$ cat config.mk
export PLATFORM = sky130hd
export DESIGN_NAME = uart_rx_packer
export DESIGN_NICKNAME = d
export VERILOG_FILES = /design/src/rtl/uart_rx_packer.sv
export SDC_FILE = /design/constraint.sdc
export NUM_CORES = 1
export LEC_CHECK = 0
export ABC_AREA = 1
export BUFFER_PORTS_ARGS = -buffer_cell sky130_fd_sc_hd__buf_2
export CAP_MARGIN = 20
export CELL_PAD_IN_SITES_DETAIL_PLACEMENT = 0
export CELL_PAD_IN_SITES_GLOBAL_PLACEMENT = 1
export CORE_MARGIN = 8
export CORE_UTILIZATION = 38
export DETAILED_ROUTE_END_ITERATION = 16
export PLACE_DENSITY_LB_ADDON = 0.1
export SLEW_MARGIN = 25
export SYNTH_ARGS = -nofsm -noshare
export SYNTH_HDL_FRONTEND = slang
export SYNTH_SLANG_ARGS = --single-unit
$ cat constraint.sdc
create_clock -name clk100 -period 1.9 [get_ports clk100]
set_input_delay 0.095 -clock clk100 [delete_from_list [all_inputs] [get_ports clk100]]
set_output_delay 0.095 -clock clk100 [all_outputs]
set_load 0.02 [all_outputs]
$ cat src/rtl/uart_rx_packer.sv
// 8N1 UART receiver that packs eight consecutive good bytes, first byte in the MSBs,
// into a 64-bit word held in a single-entry output register with valid/read handshake.
module uart_rx_packer #(
    parameter int unsigned SYNC_STAGES = 2
) (
    input  logic        clk100,
    input  logic        rst_n,
    input  logic        RxD,
    input  logic [15:0] ck_div,
    output logic [63:0] msg_dout,
    output logic        msg_valid,
    input  logic        msg_rden,
    output logic        frame_err,
    output logic        overrun
);

    typedef enum logic [1:0] {IDLE, START, DATA, STOP} state_t;

    logic [SYNC_STAGES-1:0] sync_q, sync_d;
    logic                   rx_prev_q;
    logic                   rx_s;
    state_t                 state_q, state_d;
    logic [15:0]            cnt_q, cnt_d;
    logic [15:0]            ck_lat_q, ck_lat_d;
    logic [2:0]             bit_idx_q, bit_idx_d;
    logic [7:0]             shift_q, shift_d;
    logic [2:0]             pack_idx_q, pack_idx_d;
    logic [55:0]            word_q, word_d;
    logic [63:0]            msg_dout_q, msg_dout_d;
    logic                   msg_valid_q, msg_valid_d;
    logic                   frame_err_q, frame_err_d;
    logic                   overrun_q, overrun_d;
    logic                   expired;
    logic                   byte_valid;

    assign rx_s    = sync_q[SYNC_STAGES-1];
    assign sync_d  = {sync_q[SYNC_STAGES-2:0], RxD};
    assign expired = (cnt_q == '0);

    always_comb begin
        state_d     = state_q;
        cnt_d       = cnt_q;
        ck_lat_d    = ck_lat_q;
        bit_idx_d   = bit_idx_q;
        shift_d     = shift_q;
        frame_err_d = 1'b0;
        byte_valid  = 1'b0;

        case (state_q)
            IDLE: begin
                if (rx_prev_q && !rx_s) begin
                    cnt_d    = {1'b0, ck_div[15:1]};
                    ck_lat_d = ck_div;
                    state_d  = START;
                end
            end
            START: begin
                if (expired) begin
                    if (!rx_s) begin
                        state_d   = DATA;
                        cnt_d     = ck_lat_q - 16'd1;
                        bit_idx_d = '0;
                    end else begin
                        state_d = IDLE;
                    end
                end else begin
                    cnt_d = cnt_q - 16'd1;
                end
            end
            DATA: begin
                if (expired) begin
                    shift_d   = {rx_s, shift_q[7:1]};
                    bit_idx_d = bit_idx_q + 3'd1;
                    cnt_d     = ck_lat_q - 16'd1;
                    if (bit_idx_q == 3'd7) begin
                        state_d = STOP;
                    end
                end else begin
                    cnt_d = cnt_q - 16'd1;
                end
            end
            STOP: begin
                if (expired) begin
                    state_d = IDLE;
                    if (rx_s) begin
                        byte_valid = 1'b1;
                    end else begin
                        frame_err_d = 1'b1;
                    end
                end else begin
                    cnt_d = cnt_q - 16'd1;
                end
            end
            default: state_d = IDLE;
        endcase
    end

    // A read and a completing word in the same cycle hand over directly: valid stays high.
    always_comb begin
        pack_idx_d  = pack_idx_q;
        word_d      = word_q;
        msg_dout_d  = msg_dout_q;
        msg_valid_d = msg_valid_q;
        overrun_d   = 1'b0;

        if (msg_valid_q && msg_rden) begin
            msg_valid_d = 1'b0;
        end

        if (byte_valid) begin
            word_d     = {word_q[47:0], shift_q};
            pack_idx_d = pack_idx_q + 3'd1;
            if (pack_idx_q == 3'd7) begin
                if (!msg_valid_q || msg_rden) begin
                    msg_dout_d  = {word_q, shift_q};
                    msg_valid_d = 1'b1;
                end else begin
                    overrun_d = 1'b1;
                end
            end
        end
    end

    always_ff @(posedge clk100) begin
        if (!rst_n) begin
            sync_q      <= '1;
            rx_prev_q   <= 1'b1;
            state_q     <= IDLE;
            cnt_q       <= '0;
            ck_lat_q    <= '0;
            bit_idx_q   <= '0;
            shift_q     <= '0;
            pack_idx_q  <= '0;
            word_q      <= '0;
            msg_dout_q  <= '0;
            msg_valid_q <= 1'b0;
            frame_err_q <= 1'b0;
            overrun_q   <= 1'b0;
        end else begin
            sync_q      <= sync_d;
            rx_prev_q   <= rx_s;
            state_q     <= state_d;
            cnt_q       <= cnt_d;
            ck_lat_q    <= ck_lat_d;
            bit_idx_q   <= bit_idx_d;
            shift_q     <= shift_d;
            pack_idx_q  <= pack_idx_d;
            word_q      <= word_d;
            msg_dout_q  <= msg_dout_d;
            msg_valid_q <= msg_valid_d;
            frame_err_q <= frame_err_d;
            overrun_q   <= overrun_d;
        end
    end

    assign msg_dout  = msg_dout_q;
    assign msg_valid = msg_valid_q;
    assign frame_err = frame_err_q;
    assign overrun   = overrun_q;

endmodule

* After elaboration in Yosys (flattened, before gate mapping)
Cells that the tools add are included.
** Cells by class
- Add/sub/neg operators :: 4
- Equality and inequality tests :: 13
- Muxes and demuxes :: 26
- Reductions and logical operators :: 16
** Operator list (number)
- 16-bit 2-to-1 mux :: 5
- 16-bit one-hot mux with 4 select lines :: 1
- 16-bit by 1-bit subtractor with 16-bit output (second input constant) :: 2
- 16-bit logical NOT :: 1
- 2-bit inequality test (second input constant) :: 7
- 2-bit 2-to-1 mux :: 6
- 3-bit AND reduction :: 4
- 1-bit 2-to-1 mux :: 9
- 3-bit 2-to-1 mux :: 3
- 2-bit one-hot mux with 4 select lines :: 1
- 3-bit by 1-bit adder with 3-bit output (second input constant) :: 2
- 3-bit == test (second input constant) :: 2
- 3-bit one-hot mux with 2 select lines :: 1
- 5-bit AND reduction :: 1
- 2-bit == test (second input constant) :: 2
- 2-bit AND reduction :: 2
- 4-bit AND reduction :: 1
- 3-bit inequality test (second input constant) :: 1
- 2-bit by 1-bit == test with 1-bit output (second input constant) :: 1
- 1-bit logical AND :: 2
- 1-bit logical NOT :: 2
- 2-bit logical NOT :: 1
- 2-bit nonzero test :: 1
- 1-bit logical OR :: 1
** Word-level totals
- Bits in registers :: 174
- Output and inout bits :: 67
- Logic and storage cells :: 72

* Depth between registers and ports, before layout
- Word-level depth :: 5
- Mapped depth :: 13
- Depth with buffers taken out :: 13

* Worst setup path after synthesis
No wires, ideal clock.
- Kind :: register -> register
- Start point :: register cnt_q[0]
- End point :: register msg_dout_q[10] (netlist: msg_dout[10])
- Arrival time :: 1.671 ns
- Path slack :: 0.116 ns
- Stages on the path, launching flop included :: 12
- Path buffers :: 2
- Clock period less this slack :: 1.784 ns
- Cells stage by stage :: dfxtp_1 -> inv_1 -> ha_1 -> nand2_1 -> nor2_1 -> nand3_2 -> nor3_4 -> nand3_1 -> buf_4 -> buf_2 -> nor2_1 -> nor2_1
** Between the ends
- Cells in the longest elaborated chain, start to end :: 4
** RTL lines
- from (decl) :: RTL line 23 : logic [15:0] cnt_q, cnt_d;
- from (signal assigned) :: RTL line 143 : cnt_q <= cnt_d;
- 16-bit logical NOT :: RTL line 38 : assign expired = (cnt_q == '0);
- 1-bit 2-to-1 mux :: RTL line 83 : if (expired) begin
- 1-bit 2-to-1 mux :: RTL line 49 : case (state_q)
- 3-bit AND reduction (no line)
- to (signal assigned) :: RTL line 149 : msg_dout_q <= msg_dout_d;
- to (decl) :: RTL line 29 : logic [63:0] msg_dout_q, msg_dout_d;
No other way between the ends.
A chain may end at the register's enable or synchronous reset.

* Worst setup path after layout
- Start point :: register cnt_q[1]
- End point :: register msg_dout_q[4] (netlist: msg_dout[4])
The elaborated chain is that of the path after synthesis.

==> run metrics <==
crit path from=cnt_q[1]; global-route wire length before repair=35500 um; post-synthesis mux area share=0%; Seq/Total Area, Yosys=44.6%; setup slack, reg-to-reg=0.005 ns; chip height=159 um; leakage=5.09 nW; initial antenna violation count=1; antenna-violating nets left=0; CP Launch Type=register; Comb power frac=43.4%; largest family of logic cells by synthesized area=simple AND/OR/NAND/NOR gates; vias in the first global route=6785; worst r2r dst=msg_dout[4]; cell taking the most area after synthesis=dfxtp_1; synthesis-to-layout area growth=32.1%; number of remaining DRC errors=0; grt total ovfl=0; commonest non-fill, non-tap cell in the layout=nand2_1; critical path class=reg2reg; Distinct cells, synth=28; Fmax achieved=528 MHz; die area=0.0254 mm^2; layout cells sized above 1=22.6%; First DRT Iteration DRCs=488; fin nets=1332; final setup violating endpoints=0; RSZ-0062 raised after global routing=yes; XOR/XNOR share of the synthesized area=1.57%; r2r startpoint=cnt_q[1]; Avg Synthesized Cell Area=6.73 um^2; Starting Density=38.6%; Syn Inst Count=1160; top cell type's share of synthesized area=44.6%; Util after Layout=51.0%; Cells after DPL=1522; sw frac=39.0%; Synth Area in Simple Gates=27.3%; depth of the CTS H-tree=4; adder and majority gate portion of the synthesized area=1.92%; Worst EP arrival=2.22 ns; power density over cell area=1300 mW/mm^2; Root Driver=clkbuf_16; VDD IR max=0.000681 V; dpl hpwl=15400 um; CTS clock-pin slew for the worst setup and hold paths=0.07 ns; CTS tree=built; fin crit share=99.7%; clock network power share=26.0%; # IOs=87; Vias=7374; CORE AREA=0.0202 mm^2; Hold Violations, Final=0; Tightest Pin Transition=0.488 ns; Num CTS Buffers=17; Max transition margin=67.2%; clock buffer depth=2; routability cong.=0.837; ant diodes=0; Worst Skew=0.0123 ns; TritonRoute pass-1 iters=5; Max-Cap Viols=0; P_int=0.00818 W; Worst Setup EP=msg_dout[4]; via/cell ratio=4.66; clk_lat worst skew=0.43 ns; # rows=52; Final Non-Filler Cells=1582; Synth Cell Area=0.00781 mm^2; Reg power frac=30.5%; CP required=2.23 ns; Synth Net Count=1192; Total GRT Usage=17.1%; largest net degree at the start of global routing=76; P_sw=0.00524 W; WL/cell=14.8 um; port buffer count=86; synth top area cells=dfxtp_1 (45%), nand2_1 (13%), nor2_1 (9.8%); Yosys reg bits=174; Synth Area in Compound Gates=13.5%; Clock Sinks=174; Overall Power=0.0134 W; CP endpoint kind=register; Crit Path Max Fanout=9; WL final=23500 um; commonest non-fill, non-tap cells in the layout=nand2_1 (246), dfxtp_1 (171), nor2_1 (165), inv_1 (149), a21oi_1 (98); count of final max-slew check failures=0; status=finished clean; fin crit period=1.90 ns; FF-to-FF path depth=12; yosys warns=0; Hold WC Path Type=in2reg; die width=159 um
[final cells by class]
type,count,area (um^2)
clock buffers,19,453
clock inverters,12,131
fillers,2036,9910
inverters,156,589
multi-input cells,774,3790
flip-flops and latches,174,3490
well taps,270,338
repair buffers,177,1530
[synth_stat cells, drive strengths merged]
master and instances:
nand2 275, nor2 206, dfxtp 174, inv 155, o21ai 102, a21oi 101, nand3 50, clkbuf 36
buf 20, ha 12, xor2 10, nor3 4, xnor2 4, nand4 3, o21bai 2, or2 2
a31oi 1, clkinv 1, o21a 1, o31a 1
[worst min-delay path by stage]
stage                          start      endpoint  slack (ns)  cells after the start
after floorplan                  RxD     sync_q[0]        0.20                      1
after global placement           RxD     sync_q[0]        0.29                      2
after detailed placement         RxD     sync_q[0]        0.29                      2
after CTS                 ck_div[12]  ck_lat_q[12]       0.006                      3
after global routing      ck_div[10]  ck_lat_q[10]        0.03                      3
final                     ck_div[12]  ck_lat_q[12]        0.02                      3
[metal layers]
metal	share of wire, %	global-route usage, %	wire length [um]	up-vias
met1	50	23.4	11700	3336
met2	45	26.8	10600	140
met3	4.6	3.85	1070	13
met5	0	0	0	-
li1	-	-	-	3885
met4	0.63	3.73	148	0
[kinds of logic after synthesis]
kind of cell,after synthesis
AO/OA/AOI/OAI,208
flip-flops,174
AND/OR/NAND/NOR,540
XOR/XNOR,14
adder cells (fa/ha/maj),12
buffers and inverters,212
[registers in the layout (all words and copies together), names as in the netlist, named ones only]
name and flops:
pack_idx_q 3, rx_prev_q 1, frame_err 1, sync_q 2
shift_q 8, state_q 1, cnt_q 16, msg_valid 1
ck_lat_q 16, msg_dout 64, bit_idx_q 3, word_q 56
overrun 1
[power by group through the flow]
stage	Clock (W)	Sequential, W	Combinational, W
final	0.00349	0.00410	0.00583
after global routing	0.00372	0.00413	0.00651
after CTS	0.00358	0.00407	0.00523
after detailed placement	0	0.00414	0.00513
after global placement	0	0.00414	0.00519
after floorplan	0	0.00414	0.00314
[through the flow]
step                      area, um^2  setup TNS, ns  setup WS (ns)  hold slack (ns)
final                          10300              0        0.00487           0.0246
after global routing           10300          -5.79         -0.127           0.0313
after CTS                       9640         -0.132        -0.0229          0.00623
after detailed placement        8930         -0.328        -0.0910            0.289
after global placement          8930         -0.355         -0.106            0.287
after floorplan                 7810              0          0.116            0.202
[critical path: stages, from the launching register on]
cell       delay (ns)
dfxtp_2          0.32
inv_2            0.08
ha_4             0.15
buf_6            0.10
nand2_4          0.05
nor2_4           0.10
nand3_4          0.10
nor3_4           0.24
nand3_4          0.13
buf_12           0.18
clkbuf_16        0.18
nor2_1           0.12
nor2_2           0.05
[what timing repair did]
| action | in CTS | in global routing |
|---|---|---|
| resized for setup | 9 | 112 |
| pin swaps | 1 | 22 |
| hold buffers | 7 | 0 |
| setup endpoints to repair | 41 | 145 |
| hold endpoints to repair | 8 | 0 |
| setup buffers | 0 | 8 |
| cloned | 1 | 13 |
Note: power is estimated with default switching activity, not from simulation.
